**src/rtl/cmp_pkg.sv**
```systemverilog
// ---------------------------------------------------------------------------
// cmp_pkg
// Shared definitions for the comparator result tally block.
//   - CLS_* : 2-bit classification codes produced by cmp_classify
//   - state_t : FSM states of cmp_result_tally (IDLE -> RUN -> DONE -> IDLE)
// ---------------------------------------------------------------------------
package cmp_pkg;

   localparam logic [1:0] CLS_EQ  = 2'd0;
   localparam logic [1:0] CLS_GA  = 2'd1;
   localparam logic [1:0] CLS_GB  = 2'd2;
   localparam logic [1:0] CLS_ILL = 2'd3;

   typedef enum logic [1:0] {
      ST_IDLE = 2'd0,
      ST_RUN  = 2'd1,
      ST_DONE = 2'd2
   } state_t;

endpackage

```
**src/rtl/cmp_result_tally_if.sv**
```systemverilog
// ---------------------------------------------------------------------------
// cmp_result_tally_if
// Bundles the comparator flag stream, window control and result summary of
// cmp_result_tally.
//   i_start / i_valid           : window start request, sample strobe
//   i_equal .. i_great_b        : comparator flags for the current sample
//   o_busy / o_done             : window in progress / one-cycle end pulse
//   o_cnt_* / o_changes / o_err : registered results of the last window
// Modports: master = flag source / result reader, slave = tally block.
// ---------------------------------------------------------------------------
interface cmp_result_tally_if #(
   parameter int CNT_W = 8
);

   logic             i_start;
   logic             i_valid;
   logic             i_equal;
   logic             i_not_equal;
   logic             i_great_a;
   logic             i_great_b;
   logic             o_busy;
   logic             o_done;
   logic [CNT_W-1:0] o_cnt_equal;
   logic [CNT_W-1:0] o_cnt_great_a;
   logic [CNT_W-1:0] o_cnt_great_b;
   logic [CNT_W-1:0] o_changes;
   logic             o_err;

   modport master (
      output i_start, i_valid, i_equal, i_not_equal, i_great_a, i_great_b,
      input  o_busy, o_done, o_cnt_equal, o_cnt_great_a, o_cnt_great_b,
             o_changes, o_err
   );

   modport slave (
      input  i_start, i_valid, i_equal, i_not_equal, i_great_a, i_great_b,
      output o_busy, o_done, o_cnt_equal, o_cnt_great_a, o_cnt_great_b,
             o_changes, o_err
   );

endinterface

```
**src/rtl/cmp_classify.sv**
```systemverilog
// ---------------------------------------------------------------------------
// cmp_classify
// Purely combinational decode of the four comparator flags into a class.
//   equal, not_equal, great_a, great_b : comparator flags
//   cls : CLS_EQ / CLS_GA / CLS_GB, or CLS_ILL for any inconsistent combination
// ---------------------------------------------------------------------------
module cmp_classify
   import cmp_pkg::*;
(
   input  logic       equal,
   input  logic       not_equal,
   input  logic       great_a,
   input  logic       great_b,
   output logic [1:0] cls
);

   // Only the three self-consistent flag patterns are legal; everything else
   // (including all-zero) points at a broken comparator.
   always_comb begin
      cls = CLS_ILL;
      case ({equal, not_equal, great_a, great_b})
         4'b1000: cls = CLS_EQ;
         4'b0110: cls = CLS_GA;
         4'b0101: cls = CLS_GB;
         default: cls = CLS_ILL;
      endcase
   end

endmodule

```
**src/rtl/cmp_result_tally.sv**
```systemverilog
// ---------------------------------------------------------------------------
// cmp_result_tally
// Tallies comparator outcomes over a window of WINDOW valid samples started
// by i_start, counts outcome changes between consecutive legal samples and
// flags illegal flag combinations.
//   i_clk  : clock, all state on rising edge
//   i_rst  : synchronous active-high reset
//   bus    : cmp_result_tally_if.slave (start/valid/flags in, summary out)
// Parameters:
//   CNT_W  : width of every counter output (counters saturate)
//   WINDOW : valid samples per measurement window (1 .. 65535)
// ---------------------------------------------------------------------------
module cmp_result_tally
   import cmp_pkg::*;
#(
   parameter int CNT_W  = 8,
   parameter int WINDOW = 16
) (
   input  logic                i_clk,
   input  logic                i_rst,
   cmp_result_tally_if.slave   bus
);

   localparam logic [15:0]      WIN_LAST = 16'(WINDOW - 1);
   localparam logic [CNT_W-1:0] CNT_ONE  = CNT_W'(1);

   // Increment that sticks at all-ones instead of wrapping.
   function automatic logic [CNT_W-1:0] sat_inc(input logic [CNT_W-1:0] v);
      return (&v) ? v : v + CNT_ONE;
   endfunction

   state_t           state;
   state_t           state_nxt;
   logic [1:0]       cls;
   logic [1:0]       prev_cls;
   logic             prev_valid;
   logic [15:0]      sample_cnt;
   logic [CNT_W-1:0] cnt_equal;
   logic [CNT_W-1:0] cnt_great_a;
   logic [CNT_W-1:0] cnt_great_b;
   logic [CNT_W-1:0] changes;
   logic             err;
   logic             start_acc;
   logic             accept;
   logic             last_sample;

   cmp_classify u_classify (
      .equal     (bus.i_equal),
      .not_equal (bus.i_not_equal),
      .great_a   (bus.i_great_a),
      .great_b   (bus.i_great_b),
      .cls       (cls)
   );

   // A start only counts in IDLE; samples only count in RUN, so a sample
   // arriving together with the start is dropped.
   assign start_acc   = (state == ST_IDLE) && bus.i_start;
   assign accept      = (state == ST_RUN) && bus.i_valid;
   assign last_sample = accept && (sample_cnt == WIN_LAST);

   // Next-state logic: DONE is a single-cycle pulse state.
   always_comb begin
      state_nxt = state;
      case (state)
         ST_IDLE: if (start_acc)   state_nxt = ST_RUN;
         ST_RUN:  if (last_sample) state_nxt = ST_DONE;
         ST_DONE: state_nxt = ST_IDLE;
         default: state_nxt = ST_IDLE;
      endcase
   end

   always_ff @(posedge i_clk) begin
      if (i_rst) state <= ST_IDLE;
      else       state <= state_nxt;
   end

   // Result registers. They are cleared by a new start and otherwise hold,
   // so the last window's summary stays readable while idle. An illegal
   // sample uses up a slot but leaves the previous legal class untouched, so
   // change detection bridges across it.
   always_ff @(posedge i_clk) begin
      if (i_rst) begin
         sample_cnt  <= '0;
         prev_cls    <= CLS_EQ;
         prev_valid  <= 1'b0;
         cnt_equal   <= '0;
         cnt_great_a <= '0;
         cnt_great_b <= '0;
         changes     <= '0;
         err         <= 1'b0;
      end else if (start_acc) begin
         sample_cnt  <= '0;
         prev_valid  <= 1'b0;
         cnt_equal   <= '0;
         cnt_great_a <= '0;
         cnt_great_b <= '0;
         changes     <= '0;
         err         <= 1'b0;
      end else if (accept) begin
         sample_cnt <= sample_cnt + 16'd1;
         case (cls)
            CLS_EQ:  cnt_equal   <= sat_inc(cnt_equal);
            CLS_GA:  cnt_great_a <= sat_inc(cnt_great_a);
            CLS_GB:  cnt_great_b <= sat_inc(cnt_great_b);
            default: err         <= 1'b1;
         endcase
         if (cls != CLS_ILL) begin
            if (prev_valid && (cls != prev_cls)) changes <= sat_inc(changes);
            prev_cls   <= cls;
            prev_valid <= 1'b1;
         end
      end
   end

   assign bus.o_busy        = (state == ST_RUN);
   assign bus.o_done        = (state == ST_DONE);
   assign bus.o_cnt_equal   = cnt_equal;
   assign bus.o_cnt_great_a = cnt_great_a;
   assign bus.o_cnt_great_b = cnt_great_b;
   assign bus.o_changes     = changes;
   assign bus.o_err         = err;

endmodule

```
**src/flat_wrapper.sv**
```systemverilog
// flat-port wrapper written by rule: the top's interface ports become plain ports
module cmp_result_tally_flat import cmp_pkg::*;
#(
   parameter int CNT_W  = 8,
   parameter int WINDOW = 16
)
  (i_clk, i_rst, bus_i_start, bus_i_valid, bus_i_equal, bus_i_not_equal, bus_i_great_a, bus_i_great_b, bus_o_busy, bus_o_done, bus_o_cnt_equal, bus_o_cnt_great_a, bus_o_cnt_great_b, bus_o_changes, bus_o_err);
  cmp_result_tally_if #(.CNT_W(CNT_W)) bus_i ();
  input  logic i_clk;
  input  logic i_rst;
  input wire logic [$bits(bus_i.i_start)-1:0] bus_i_start;
  input wire logic [$bits(bus_i.i_valid)-1:0] bus_i_valid;
  input wire logic [$bits(bus_i.i_equal)-1:0] bus_i_equal;
  input wire logic [$bits(bus_i.i_not_equal)-1:0] bus_i_not_equal;
  input wire logic [$bits(bus_i.i_great_a)-1:0] bus_i_great_a;
  input wire logic [$bits(bus_i.i_great_b)-1:0] bus_i_great_b;
  output wire logic [$bits(bus_i.o_busy)-1:0] bus_o_busy;
  output wire logic [$bits(bus_i.o_done)-1:0] bus_o_done;
  output wire logic [$bits(bus_i.o_cnt_equal)-1:0] bus_o_cnt_equal;
  output wire logic [$bits(bus_i.o_cnt_great_a)-1:0] bus_o_cnt_great_a;
  output wire logic [$bits(bus_i.o_cnt_great_b)-1:0] bus_o_cnt_great_b;
  output wire logic [$bits(bus_i.o_changes)-1:0] bus_o_changes;
  output wire logic [$bits(bus_i.o_err)-1:0] bus_o_err;
  assign bus_i.i_start = bus_i_start;
  assign bus_i.i_valid = bus_i_valid;
  assign bus_i.i_equal = bus_i_equal;
  assign bus_i.i_not_equal = bus_i_not_equal;
  assign bus_i.i_great_a = bus_i_great_a;
  assign bus_i.i_great_b = bus_i_great_b;
  assign bus_o_busy = bus_i.o_busy;
  assign bus_o_done = bus_i.o_done;
  assign bus_o_cnt_equal = bus_i.o_cnt_equal;
  assign bus_o_cnt_great_a = bus_i.o_cnt_great_a;
  assign bus_o_cnt_great_b = bus_i.o_cnt_great_b;
  assign bus_o_changes = bus_i.o_changes;
  assign bus_o_err = bus_i.o_err;
  cmp_result_tally #(.CNT_W(CNT_W), .WINDOW(WINDOW)) u_core (.i_clk(i_clk), .i_rst(i_rst), .bus(bus_i));
endmodule
```
**config.mk**
```make
export PLATFORM = sky130hd
export DESIGN_NAME = cmp_result_tally_flat
export DESIGN_NICKNAME = d
export VERILOG_FILES = /design/src/rtl/cmp_pkg.sv /design/src/rtl/cmp_result_tally_if.sv /design/src/rtl/cmp_classify.sv /design/src/rtl/cmp_result_tally.sv /design/src/flat_wrapper.sv
export SDC_FILE = /design/constraint.sdc
export NUM_CORES = 1
export LEC_CHECK = 0
export CORE_UTILIZATION = 57
export DETAILED_ROUTE_END_ITERATION = 8
export HOLD_SLACK_MARGIN = 0.15
export PLACE_DENSITY = 0.85
export SKIP_LAST_GASP = 1
export SLEW_MARGIN = 25
export SYNTH_ARGS = -nofsm -noshare
export SYNTH_HDL_FRONTEND = slang
export SYNTH_SLANG_ARGS = --single-unit
```
**constraint.sdc**
```tcl
create_clock -name i_clk -period 5.6 [get_ports i_clk]
set_input_delay 0.56 -clock i_clk [delete_from_list [all_inputs] [get_ports i_clk]]
set_output_delay 0.56 -clock i_clk [all_outputs]
set_load 0.05 [all_outputs]
```
### After elaboration in Yosys (flattened, before gate mapping)

Index checks and enable logic that the tools add are counted.

| storage, ports and cells | value |
|---|---|
| register bits | 54 |
| word-level logic and storage cells | 56 |

| cells by class | value |
|---|---|
| $add $sub $neg | 5 |
| equal/unequal tests | 12 |
| reductions and logical operators | 20 |
| bitwise logic cells | 6 |
| muxes and demuxes | 4 |

Operators with widths:

| kind | count |
|---|---|
| $add 8x1->8 const B | 4 |
| $reduce_and 8->1 | 4 |
| $add 16x1->16 const B | 1 |
| $eq 16x4->1 const B | 1 |
| $reduce_and 3->1 | 4 |
| $eq 4x3->1 const B | 2 |
| $not 1->1 | 6 |
| $pmux 2 s3 | 1 |
| $reduce_and 2->1 | 3 |
| $eq 2x1->1 const B | 2 |
| $eq 2x2->1 const B | 2 |
| $eq 4x4->1 const B | 1 |
| $logic_and 1x1->1 | 4 |
| $logic_not 2->1 | 2 |
| $mux 2 | 2 |
| $ne 2x1->1 const B | 2 |
| $pmux 2 s2 | 1 |
| $reduce_and 4->1 | 1 |
| $reduce_or 3->1 | 1 |
| $ne 2x2->1 | 1 |
| $ne 2x2->1 const B | 1 |
| $reduce_or 2->1 | 1 |

### Logic depth before layout (Yosys ltp)

| depth | value |
|---|---|
| depth in word-level cells | 6 |
| mapped depth | 7 |
| mapped depth without buffers | 6 |

### By module

Synthesis repeated with hierarchy kept, for this count alone.

| second synthesis, totals | value |
|---|---|
| cell total of the unflattened synthesis | 310 |
| area, all modules | 2,676.3 µm² |

By module, submodules not included:

| module | cells each | times used | area each (µm²) |
|---|---|---|---|
| cmp_result_tally | 304 | 1 | 2,626.3 |
| cmp_classify | 6 | 1 | 50.0 |

### Worst setup path after synthesis

OpenSTA, ideal clock, no wires.

| path | value |
|---|---|
| path kind | input-to-reg |
| start point | in bus_i_great_b |
| end point | reg u_core.changes[2], in the netlist u_core.bus.o_changes[2] |
| data required time | 5,529 ps |
| library setup time | 71 ps |
| arrival time | 2,237 ps |
| path slack | 3,292 ps |
| stages | 7 |
| buffers on the path | 2 |
| path through | buf_6 > or4b_4 > a31oi_4 > o311ai_2 > buf_6 > or4_1 > a21oi_1 |

| between the ends | value |
|---|---|
| longest elaborated chain between the ends | 5 |
| elaborated cells between the ends (all ways) | 8 |

Ends and longest elaborated chain:

| item | RTL line | source |
|---|---|---|
| start, declared | flat_wrapper.sv:16 | `input wire logic [$bits(bus_i.i_great_b)-1:0] bus_i_great_b;` |
| $eq 4x3->1 / $eq 4x4->1 (equally long branches) | cmp_classify.sv:21 | `case ({equal, not_equal, great_a, great_b})` |
| $pmux 2 s3 (*) | cmp_classify.sv:21 |  |
| $ne 2x2->1 | cmp_result_tally.sv:108 | `if (prev_valid && (cls != prev_cls)) changes <= sat_inc(changes);` |
| $logic_and 1x1->1 | cmp_result_tally.sv:108 |  |
| $reduce_and 4->1 (no source line) (*) | -- |  |
| end signal, assigned | cmp_result_tally.sv:108 |  |
| end, declared | cmp_result_tally.sv:41 | `logic [CNT_W-1:0] changes;` |

Every way passes the cells marked *; elsewhere a longest branch is shown, timed or not.
A chain may end at the register's enable or synchronous reset.

### Worst setup path in the final report

| path | value |
|---|---|
| start point | in bus_i_great_b |
| end point | reg u_core.changes[3], in the netlist u_core.bus.o_changes[3] |

Same word-level chain as after synthesis.

==> qor.yml <==
htreeDepth: 2
clock_skew_ns: 0.004577
synth_nets: 313
first_pass_iters: 4
maxCapViolCount: 0
grt_start_max_net_pins: 28
cp_max_fo: 13
numCtsBuffers: 5
async_flop_share_pct: 0
avgSynthCellArea_um2: 8.675
clk_latency_ns: 0.31
slew_headroom_pct: 47.96
drive_gt1_share_pct: 4.118
cts_setup_buffers: 0
cts_resized: 0
p_per_area_nw_per_um2: 218.3
slowest_delay_ns: 0.63
cp.arrival_ns: 2.93
crit_slowest_cell: "or4b_4"
placed_cell_area_um2: 3039
synth_edf_count: 0
drtIter0Drc: 202
yosys_warnings: 0
die_h_um: 69.57
fp-row-count: 24
vias: 2257
hold_buffers: 0
tritoncts: "done"
synth-seq-cells: 54
netlist_area_um2: 2602
fmax_mhz: 371.9
hold_viol: 0
die_w_um: 69.57
required_ns: 5.84
drv_slew: 0
syn_inst: 300
wl_per_cell_um: 13.45
place_congestion: 0.8424
worstHoldPathType: "flop to flop"
drcViolationCount: 0
overflow: 0
startpoint_type: "input pin"
ys.flop_type: "dfxtp_1"
fin_cells: 392
path_cells: "clkdlybuf4s50_1, or4b_4, a31oi_4, o311ai_2, or4_1, a21oi_1"
dieArea_um2: 4840
path_class: "input pin to flop"
nNetsFinal: 352
final_core_util_pct: 71.97
dp.cells: 384
antenna_found_initial: 0
power_leakage_nw: 1.015
ys_seq_area_share_pct: 41.54
setup_viol: 0
areaGrowthSynthToFinish_pct: 21.25
coreArea_um2: 4384
period_share_pct: 48.02
worst_pin_slew_ns: 0.7794
clk_pin_slew_worst_paths_ns: 0.10
vdd_drop_max_uv: 171.8
final_area_um2: 3156
ys_types: 46
drt_wl_total_mm: 5.272
numClockSinks: 54
io_buffer_count: 42
layout_min_cycle_time_ns: 2.689
track_usage_pct: 22.08
start_util_pct: 59.36
setup_tns_ns: 0
grt_pass1_wl_mm: 8.742
vias_per_cell: 5.758
num_antenna_cells: 0
path_buf_inv: 1
hpwl_mm: 3.606
ant_nets: 0
fillCellCount: 350
crit_family: "simple AND/OR/NAND/NOR gates"
io_pins: 43
cts_root_buf: "clkbuf_8"
clk_path_buf_depth: 2
crit_path_end_kind: "flop"
grt_pass1_vias: 1949
grt_setup_unrepaired: "false"
status: "finished, final reports clean"
[report_power, final]
part           internal, mW  switching, mW  leakage (nW)
logic                0.0129         0.0225         0.521
clock network         0.136          0.131        0.0587
registers             0.385        0.00196         0.435
[cell type report]
class | instances | area, µm² | area share (%)
clock buffers | 5 | 68.82 | 2.181
clock inverters | 3 | 47.55 | 1.507
inverters | 6 | 22.52 | 0.7137
multi-input cells | 229 | 1443 | 45.72
flip-flops and latches | 54 | 1081 | 34.26
well taps | 52 | 65.06 | 2.062
repair buffers | 43 | 427.9 | 13.56
[worst register-to-register path: cells and delay by family (launching register included)]
family           cells  cell delay [ns]
XOR/XNOR             1             0.16
flip-flops           1             0.46
AND/OR/NAND/NOR      4             1.24
[kinds of logic after synthesis]
family                   count (synthesis)  share of synthesized area [%]
adder cells (fa/ha/maj)                  5                          2.404
AND/OR/NAND/NOR                        151                          30.43
buffers and inverters                   17                          3.029
multiplexers                             4                          1.539
AO/OA/AOI/OAI                           37                          10.29
flip-flops                              54                          41.54
XOR/XNOR                                32                          10.77
[cell usage in the layout (no fill, tap or decap), types with 3 or more instances in the layout]
cell type / instances
nor3b_1: 3
dfxtp_1: 54
nand3_1: 16
a21oi_1: 15
o31ai_1: 4
nand4_1: 12
clkbuf_8: 5
mux2i_1: 4
or3_1: 5
nor2b_1: 4
nor3_1: 6
nand2b_1: 3
nor4_1: 8
or4_1: 5
clkdlybuf4s50_1: 42
and3_1: 3
xor2_1: 17
ha_1: 5
nor2_1: 46
o21ai_1: 5
inv_1: 6
xnor2_1: 15
nand2_1: 25
[cell usage after synthesis, types with 5 or more instances]
library cell | number | area share, %
dfxtp_1 | 54 | 42
nor2_1 | 46 | 6.6
nand2_1 | 25 | 3.6
xor2_1 | 17 | 5.7
nand3_1 | 16 | 3.1
a21oi_1 | 15 | 2.9
xnor2_1 | 15 | 5.0
nand4_1 | 12 | 2.9
clkbuf_1 | 9 | 1.3
nor4_1 | 8 | 1.9
inv_1 | 6 | 0.87
nor3_1 | 6 | 1.2
ha_1 | 5 | 2.4
o21ai_1 | 5 | 0.96
or3_1 | 5 | 1.2
or4_1 | 5 | 1.4
[metrics by stage]
stage / power, mW / setup WS (ns) / hold slack (ns)
floorplan: 0.4187 / 3.292 / 0.4403
global placement: 0.4307 / 2.662 / 0.4363
detailed placement: 0.4313 / 2.611 / 0.4478
CTS: 0.6954 / 2.929 / 0.4630
global route: 0.7134 / 2.727 / 0.4925
finish: 0.6888 / 2.911 / 0.4577
[path summary, 6_finish.rpt]
kind / startpoint / endpoint / slack, ns / depth (start not counted)
setup / recovery: bus_i_great_b / u_core.bus.o_changes[3] / 2.91 / 6
hold / removal: u_core.bus.o_err / u_core.bus.o_err / 0.46 / 2
setup reg to reg: u_core.state[0] / u_core.bus.o_cnt_great_b[7] / 3.62 / 5
hold reg to reg: u_core.bus.o_err / u_core.bus.o_err / 0.46 / 2
[flip-flops by register name, indices dropped and copies added (netlist names), 2 cells and up]
| register | cells |
|---|---|
| u_core.sample_cnt | 16 |
| u_core.bus.o_changes | 8 |
| u_core.bus.o_cnt_equal | 8 |
| u_core.bus.o_cnt_great_a | 8 |
| u_core.bus.o_cnt_great_b | 8 |
| u_core.prev_cls | 2 |
| u_core.state | 2 |
[layer usage]
metal  vias up  track usage (%)  part of all wire, %  wire length (µm)
li1       1155                -                    -                 -
met1      1026            30.33                   49              2586
met2        62            33.98                   44              2333
met3        14            4.070                  4.8               253
met4         0            9.297                  1.9                99
met5         -                0                    0                 0
No activity file was read; power rests on OpenSTA's default activity.
